## config.mk

```make
export PLATFORM = sky130hd
export DESIGN_NAME = cbd_ibuf_flat
export DESIGN_NICKNAME = d
export VERILOG_FILES = /design/src/rtl/kyber_pkg.sv /design/src/rtl/cbd_ibuf_if.sv /design/src/rtl/cbd_ibuf.sv /design/src/flat_wrapper.sv
export SDC_FILE = /design/constraint.sdc
export NUM_CORES = 2
export LEC_CHECK = 0
export ABC_AREA = 1
export CORE_AREA = 2 2 622 624
export DETAILED_ROUTE_END_ITERATION = 7
export DIE_AREA = 0 0 624 626
export PLACE_DENSITY_LB_ADDON = 0.12
export SYNTH_ARGS = -nofsm -noshare
export SYNTH_HDL_FRONTEND = slang
export SYNTH_SLANG_ARGS = --single-unit
```

## constraint.sdc

```tcl
create_clock -name i_clk -period 8.52 [get_ports i_clk]
set_input_delay 1.278 -clock i_clk [delete_from_list [all_inputs] [get_ports i_clk]]
set_output_delay 1.278 -clock i_clk [all_outputs]
set_load 0.02 [all_outputs]
```

## src/rtl/kyber_pkg.sv

```systemverilog
// Shared constants, state encoding and helpers for the Kyber sampler path.
package kyber_pkg;

  localparam int unsigned KYBER_N = 256;
  localparam int unsigned ETA_MAX = 3;
  localparam int unsigned BW_WORD = 64;
  localparam int unsigned BW_BUF  = 1536;
  localparam int unsigned BW_CNT  = 5;

  typedef enum logic [1:0] {
    ST_IDLE = 2'd0,
    ST_FILL = 2'd1,
    ST_HOLD = 2'd2
  } ibuf_state_t;

  // Number of 64-bit PRF words making up one 64*eta byte block.
  function automatic logic [BW_CNT-1:0] words_for_eta(input logic [1:0] eta);
    return BW_CNT'(eta) << 3;
  endfunction

endpackage

```

## src/rtl/cbd_ibuf_if.sv

```systemverilog
// Upstream word stream, downstream block hand-off and status of cbd_ibuf.
interface cbd_ibuf_if;
  import kyber_pkg::*;

  logic               i_start;
  logic [1:0]         i_eta;
  logic [BW_WORD-1:0] i_word;
  logic               i_valid;
  logic               o_ready;
  logic [BW_BUF-1:0]  o_ibytes;
  logic [1:0]         o_eta;
  logic               o_valid;
  logic               i_ready;
  logic               o_busy;
  logic               o_err;

  // Environment side: PRF source, controller and cbd consumer.
  modport master (
    output i_start, i_eta, i_word, i_valid, i_ready,
    input  o_ready, o_ibytes, o_eta, o_valid, o_busy, o_err
  );

  // Buffer side.
  modport slave (
    input  i_start, i_eta, i_word, i_valid, i_ready,
    output o_ready, o_ibytes, o_eta, o_valid, o_busy, o_err
  );

endinterface

```

## src/rtl/cbd_ibuf.sv

```systemverilog
// Single-entry byte buffer: collects 8*eta PRF words into one block for cbd.
module cbd_ibuf #(
  parameter int unsigned BW_WORD = kyber_pkg::BW_WORD,
  parameter int unsigned BW_BUF  = kyber_pkg::BW_BUF
) (
  input  logic         i_clk,
  input  logic         i_rstn,
  cbd_ibuf_if.slave    bus
);
  import kyber_pkg::BW_CNT;
  import kyber_pkg::ibuf_state_t;
  import kyber_pkg::ST_IDLE;
  import kyber_pkg::ST_FILL;
  import kyber_pkg::ST_HOLD;
  import kyber_pkg::words_for_eta;

  localparam int unsigned NWORDS = BW_BUF / BW_WORD;

  ibuf_state_t        state_q, state_d;
  logic [BW_CNT-1:0]  cnt_q;
  logic [1:0]         eta_q;
  logic [BW_WORD-1:0] buf_q [NWORDS];
  logic               ready_q, ready_d;
  logic               valid_q, valid_d;
  logic               busy_q, busy_d;
  logic               err_q, err_d;
  logic               start_acc;
  logic               wr_en;
  logic               eta_ok;
  logic               last_word;
  logic [BW_BUF-1:0]  ibytes_c;

  assign eta_ok    = (bus.i_eta == 2'd2) || (bus.i_eta == 2'd3);
  assign last_word = (cnt_q == (words_for_eta(eta_q) - BW_CNT'(1)));

  // Next-state, start acceptance, word write enable and next registered outputs.
  always_comb begin
    state_d   = state_q;
    start_acc = 1'b0;
    wr_en     = 1'b0;
    err_d     = 1'b0;
    case (state_q)
      ST_IDLE: begin
        if (bus.i_start) begin
          if (eta_ok) begin
            start_acc = 1'b1;
            state_d   = ST_FILL;
          end else begin
            err_d = 1'b1;
          end
        end
      end
      ST_FILL: begin
        if (bus.i_valid) begin
          wr_en = 1'b1;
          if (last_word) state_d = ST_HOLD;
        end
      end
      ST_HOLD: begin
        if (bus.i_ready) begin
          if (bus.i_start && eta_ok) begin
            start_acc = 1'b1;
            state_d   = ST_FILL;
          end else begin
            err_d   = bus.i_start;
            state_d = ST_IDLE;
          end
        end
      end
      default: state_d = ST_IDLE;
    endcase
    ready_d = (state_d == ST_FILL);
    valid_d = (state_d == ST_HOLD);
    busy_d  = (state_d != ST_IDLE);
  end

  // State, status outputs, counter and latched eta.
  always_ff @(posedge i_clk) begin
    if (!i_rstn) begin
      state_q <= ST_IDLE;
      ready_q <= 1'b0;
      valid_q <= 1'b0;
      busy_q  <= 1'b0;
      err_q   <= 1'b0;
      cnt_q   <= '0;
      eta_q   <= '0;
    end else begin
      state_q <= state_d;
      ready_q <= ready_d;
      valid_q <= valid_d;
      busy_q  <= busy_d;
      err_q   <= err_d;
      if (start_acc) begin
        cnt_q <= '0;
        eta_q <= bus.i_eta;
      end else if (wr_en) begin
        cnt_q <= cnt_q + BW_CNT'(1);
      end
    end
  end

  // Word slots: cleared on start, each written when the counter selects it.
  always_ff @(posedge i_clk) begin
    for (int j = 0; j < NWORDS; j++) begin
      if (!i_rstn || start_acc) begin
        buf_q[j] <= '0;
      end else if (wr_en && (cnt_q == BW_CNT'(j))) begin
        buf_q[j] <= bus.i_word;
      end
    end
  end

  // Flatten the word slots into the little-endian byte block.
  always_comb begin
    ibytes_c = '0;
    for (int j = 0; j < NWORDS; j++) begin
      ibytes_c[j*BW_WORD +: BW_WORD] = buf_q[j];
    end
  end

  assign bus.o_ibytes = ibytes_c;
  assign bus.o_eta    = eta_q;
  assign bus.o_ready  = ready_q;
  assign bus.o_valid  = valid_q;
  assign bus.o_busy   = busy_q;
  assign bus.o_err    = err_q;

endmodule

```

## src/flat_wrapper.sv

```systemverilog
// flat-port wrapper written by rule: the top's interface ports become plain ports
module cbd_ibuf_flat import kyber_pkg::BW_CNT; import kyber_pkg::ibuf_state_t; import kyber_pkg::ST_IDLE; import kyber_pkg::ST_FILL; import kyber_pkg::ST_HOLD; import kyber_pkg::words_for_eta;
#(
  parameter int unsigned BW_WORD = kyber_pkg::BW_WORD,
  parameter int unsigned BW_BUF  = kyber_pkg::BW_BUF
)
  (i_clk, i_rstn, bus_i_start, bus_i_eta, bus_i_word, bus_i_valid, bus_i_ready, bus_o_ready, bus_o_ibytes, bus_o_eta, bus_o_valid, bus_o_busy, bus_o_err);
  cbd_ibuf_if bus_i ();
  input  logic i_clk;
  input  logic i_rstn;
  input wire logic [$bits(bus_i.i_start)-1:0] bus_i_start;
  input wire logic [$bits(bus_i.i_eta)-1:0] bus_i_eta;
  input wire logic [$bits(bus_i.i_word)-1:0] bus_i_word;
  input wire logic [$bits(bus_i.i_valid)-1:0] bus_i_valid;
  input wire logic [$bits(bus_i.i_ready)-1:0] bus_i_ready;
  output wire logic [$bits(bus_i.o_ready)-1:0] bus_o_ready;
  output wire logic [$bits(bus_i.o_ibytes)-1:0] bus_o_ibytes;
  output wire logic [$bits(bus_i.o_eta)-1:0] bus_o_eta;
  output wire logic [$bits(bus_i.o_valid)-1:0] bus_o_valid;
  output wire logic [$bits(bus_i.o_busy)-1:0] bus_o_busy;
  output wire logic [$bits(bus_i.o_err)-1:0] bus_o_err;
  assign bus_i.i_start = bus_i_start;
  assign bus_i.i_eta = bus_i_eta;
  assign bus_i.i_word = bus_i_word;
  assign bus_i.i_valid = bus_i_valid;
  assign bus_i.i_ready = bus_i_ready;
  assign bus_o_ready = bus_i.o_ready;
  assign bus_o_ibytes = bus_i.o_ibytes;
  assign bus_o_eta = bus_i.o_eta;
  assign bus_o_valid = bus_i.o_valid;
  assign bus_o_busy = bus_i.o_busy;
  assign bus_o_err = bus_i.o_err;
  cbd_ibuf #(.BW_WORD(BW_WORD), .BW_BUF(BW_BUF)) u_core (.i_clk(i_clk), .i_rstn(i_rstn), .bus(bus_i));
endmodule
```

==> metrics.cfg <==
[run_status]
status=finished clean

[sta]
timing.hold.ws_ns=0.548
max_freq_mhz=215
tns_ns=0
hold_viol_final=0
timing.slew.headroom=0.119
setup_viol=0
post-route-period-util=0.547
worstMarginPinSlew_ns=1.32
fin_ws_ns=3.86
min_period_ns=4.66
slew_violations=0
rsz0062_at_grt=no
finClkSkew_ns=0.0544

[logic_synthesis]
synth-seq-cells=1549
netlist.area_leader.share=0.836
netlist_top_cells_count=edfxtp_1, nor2_1, clkbuf_1
synthesis.nets=3678
ys_seq_area_frac=0.841
yosysWarningCount=0
yosysMostFrequentCell=edfxtp_1
syn-cell-area_sq_um=55200
ys.flop_type=edfxtp_1
synth_area_leader_cell=edfxtp_1
netlist_instances=3602
yosys-top-cells-area=edfxtp_1, nor2_1, nor2_2
avgSynthCellArea_sq_um=15.3
synth_async_sr_flop_share=0
synth_edf_count=1536
yosys.cell_types.count=28

[grt]
grt_max_degree=65
grt_pass1_wl_um=424000
overflow=0
grt_antenna_before_repair=44
grt_usage=0.167
grt_pass1_vias=36900

[die]
fp.dieH_um=626
pin_count=1613
dieArea_sq_um=391000
std_cell_rows=228
die_x_um=624
start_util=0.144
core_sq_um=384000

[worst_setup_path]
start_kind=input pin
path_class=in -> reg
arrival_ns=5.16
required_ns=9.02
endpoint_kind=flop
cp_max_fo=34

[power_and_ir_drop]
powerDensity_nw_per_um2=232
leakage_uw=0.0300
vdd_drop_max_v=0.000167

[clock_tree]
postCtsSetupRepairBufs=0
cts.repair.resized=0
cts_max_level=4
clkTransAtPathRegs_ns=0.06
clk_path_buf_depth=4
cts_tree=yes
clkSinkCount=1549
numCtsBuffers=198
ctsHoldBuffers=0
clk_latency_ns=0.88
cts_root_buf=clkbuf_16

[final_layout]
area_growth_pct=51.1
num-fill-cells=40800
seqCellArea_sq_um=46400
drive_gt1_frac=0.109
fin_nets=5315
multi_input_area_sq_um=7150

[worst_hold_path]
hold_path.class=reg -> reg

[place]
routabilityCongestion=0.778
pre_cts_ws_ns=2.97
numPortBuffers=1612
dp_hpwl_um=229000

[route]
vias_per_cell=3.53
num_vias=37000
drtAntennaViolNets=0
drc=0
wl_um=339000
wl_per_cell_um=32.4
drt_first_pass_iters=5
drt_iter0_markers=3264

[flow_run]
cap_violations=0

[cells in the final DEF, fill, tap and decap left out, types with 9 or more instances in the layout]
master / synthesis / routed
clkdlybuf4s50_1: 0 / 1612
clkinv_2: 1 / 57
nand3_4: 0 / 11
dfxtp_1: 13 / 13
nand3_1: 18 / 18
buf_4: 6 / 113
nand2_4: 1 / 22
inv_2: 2 / 31
inv_1: 87 / 37
nor2_4: 11 / 11
or2_4: 0 / 11
clkbuf_1: 135 / 59
diode_2: 0 / 9
clkinv_1: 0 / 37
nor2_2: 93 / 93
nand2_1: 55 / 33
nor2_1: 1446 / 1446
edfxtp_1: 1536 / 1536
clkbuf_16: 0 / 201
[worst max-delay path, stage by stage]
cell	delay (ns)
clkdlybuf4s50_1	0.60
nand4_2	0.19
nand2_2	0.42
clkinv_2	0.62
buf_4	0.53
o21ai_4	0.12
buf_4	0.49
buf_4	0.70
[metal layers]
| metal | routed length [um] | up-vias | track usage |
|---|---|---|---|
| met5 | 43 | - | 0 |
| met4 | 7940 | 6 | 0.0390 |
| met3 | 23800 | 346 | 0.0459 |
| met2 | 177000 | 1567 | 0.305 |
| met1 | 130000 | 19500 | 0.192 |
| li1 | - | 15600 | - |
[layout make-up]
cell class                      instances  area share
Tap cell                             5060      0.0760
Clock inverter                         95     0.00943
Timing Repair Buffer                 1727       0.204
Sequential cell                      1549       0.556
Multi-Input combinational cell       1673      0.0858
Clock buffer                          262      0.0633
Inverter                               90     0.00438
Antenna cell                            9    0.000270
[path summary, 6_finish.rpt]
kind,slack (ns),endpoint,from,depth (start not counted)
worst max-delay path,3.86,u_core.buf_q[1][247],bus_i_eta[1],8
worst min-delay path,0.55,u_core.cnt_q[1],u_core.cnt_q[1],2
worst max register to register,4.35,u_core.buf_q[1][247],u_core.state_q[1],8
worst min register to register,0.55,u_core.cnt_q[1],u_core.cnt_q[1],2
[per-stage QoR]
stage               cell area [sq um]  power, uW   util  cells
finish                          83400      19300  0.217  10500
global route                    83300      20000  0.217  10500
CTS                             83300      19700  0.217  10500
detailed placement              77200      11400  0.201  10100
global placement                77200      11400  0.201  10100
floorplan                       55200       9830      -   3602
[power by group]
group	switching, uW	internal, uW	total (uW)
Clock	3570	4600	8170
Sequential	126	8770	8900
Combinational	1570	684	2250
[registers in the layout, indices dropped and copies added (netlist names)]
name and cells:
u_core.buf_q 1536, u_core.cnt_q 5, u_core.bus.o_eta 2, u_core.state_q 2, u_core.bus.o_busy 1, u_core.bus.o_err 1
u_core.bus.o_ready 1, u_core.bus.o_valid 1
[cell families (layout without fill, tap and decap cells)]
kind of cell	after synthesis	in the layout	synth area share
buf+inv	380	2174	0.0355
compound gates	14	14	0.00127
flops	1549	1549	0.841
simple gates	1654	1654	0.121
other cells	0	9	0
fa+ha+maj	5	5	0.00113
(Power assumes the default switching activity.)
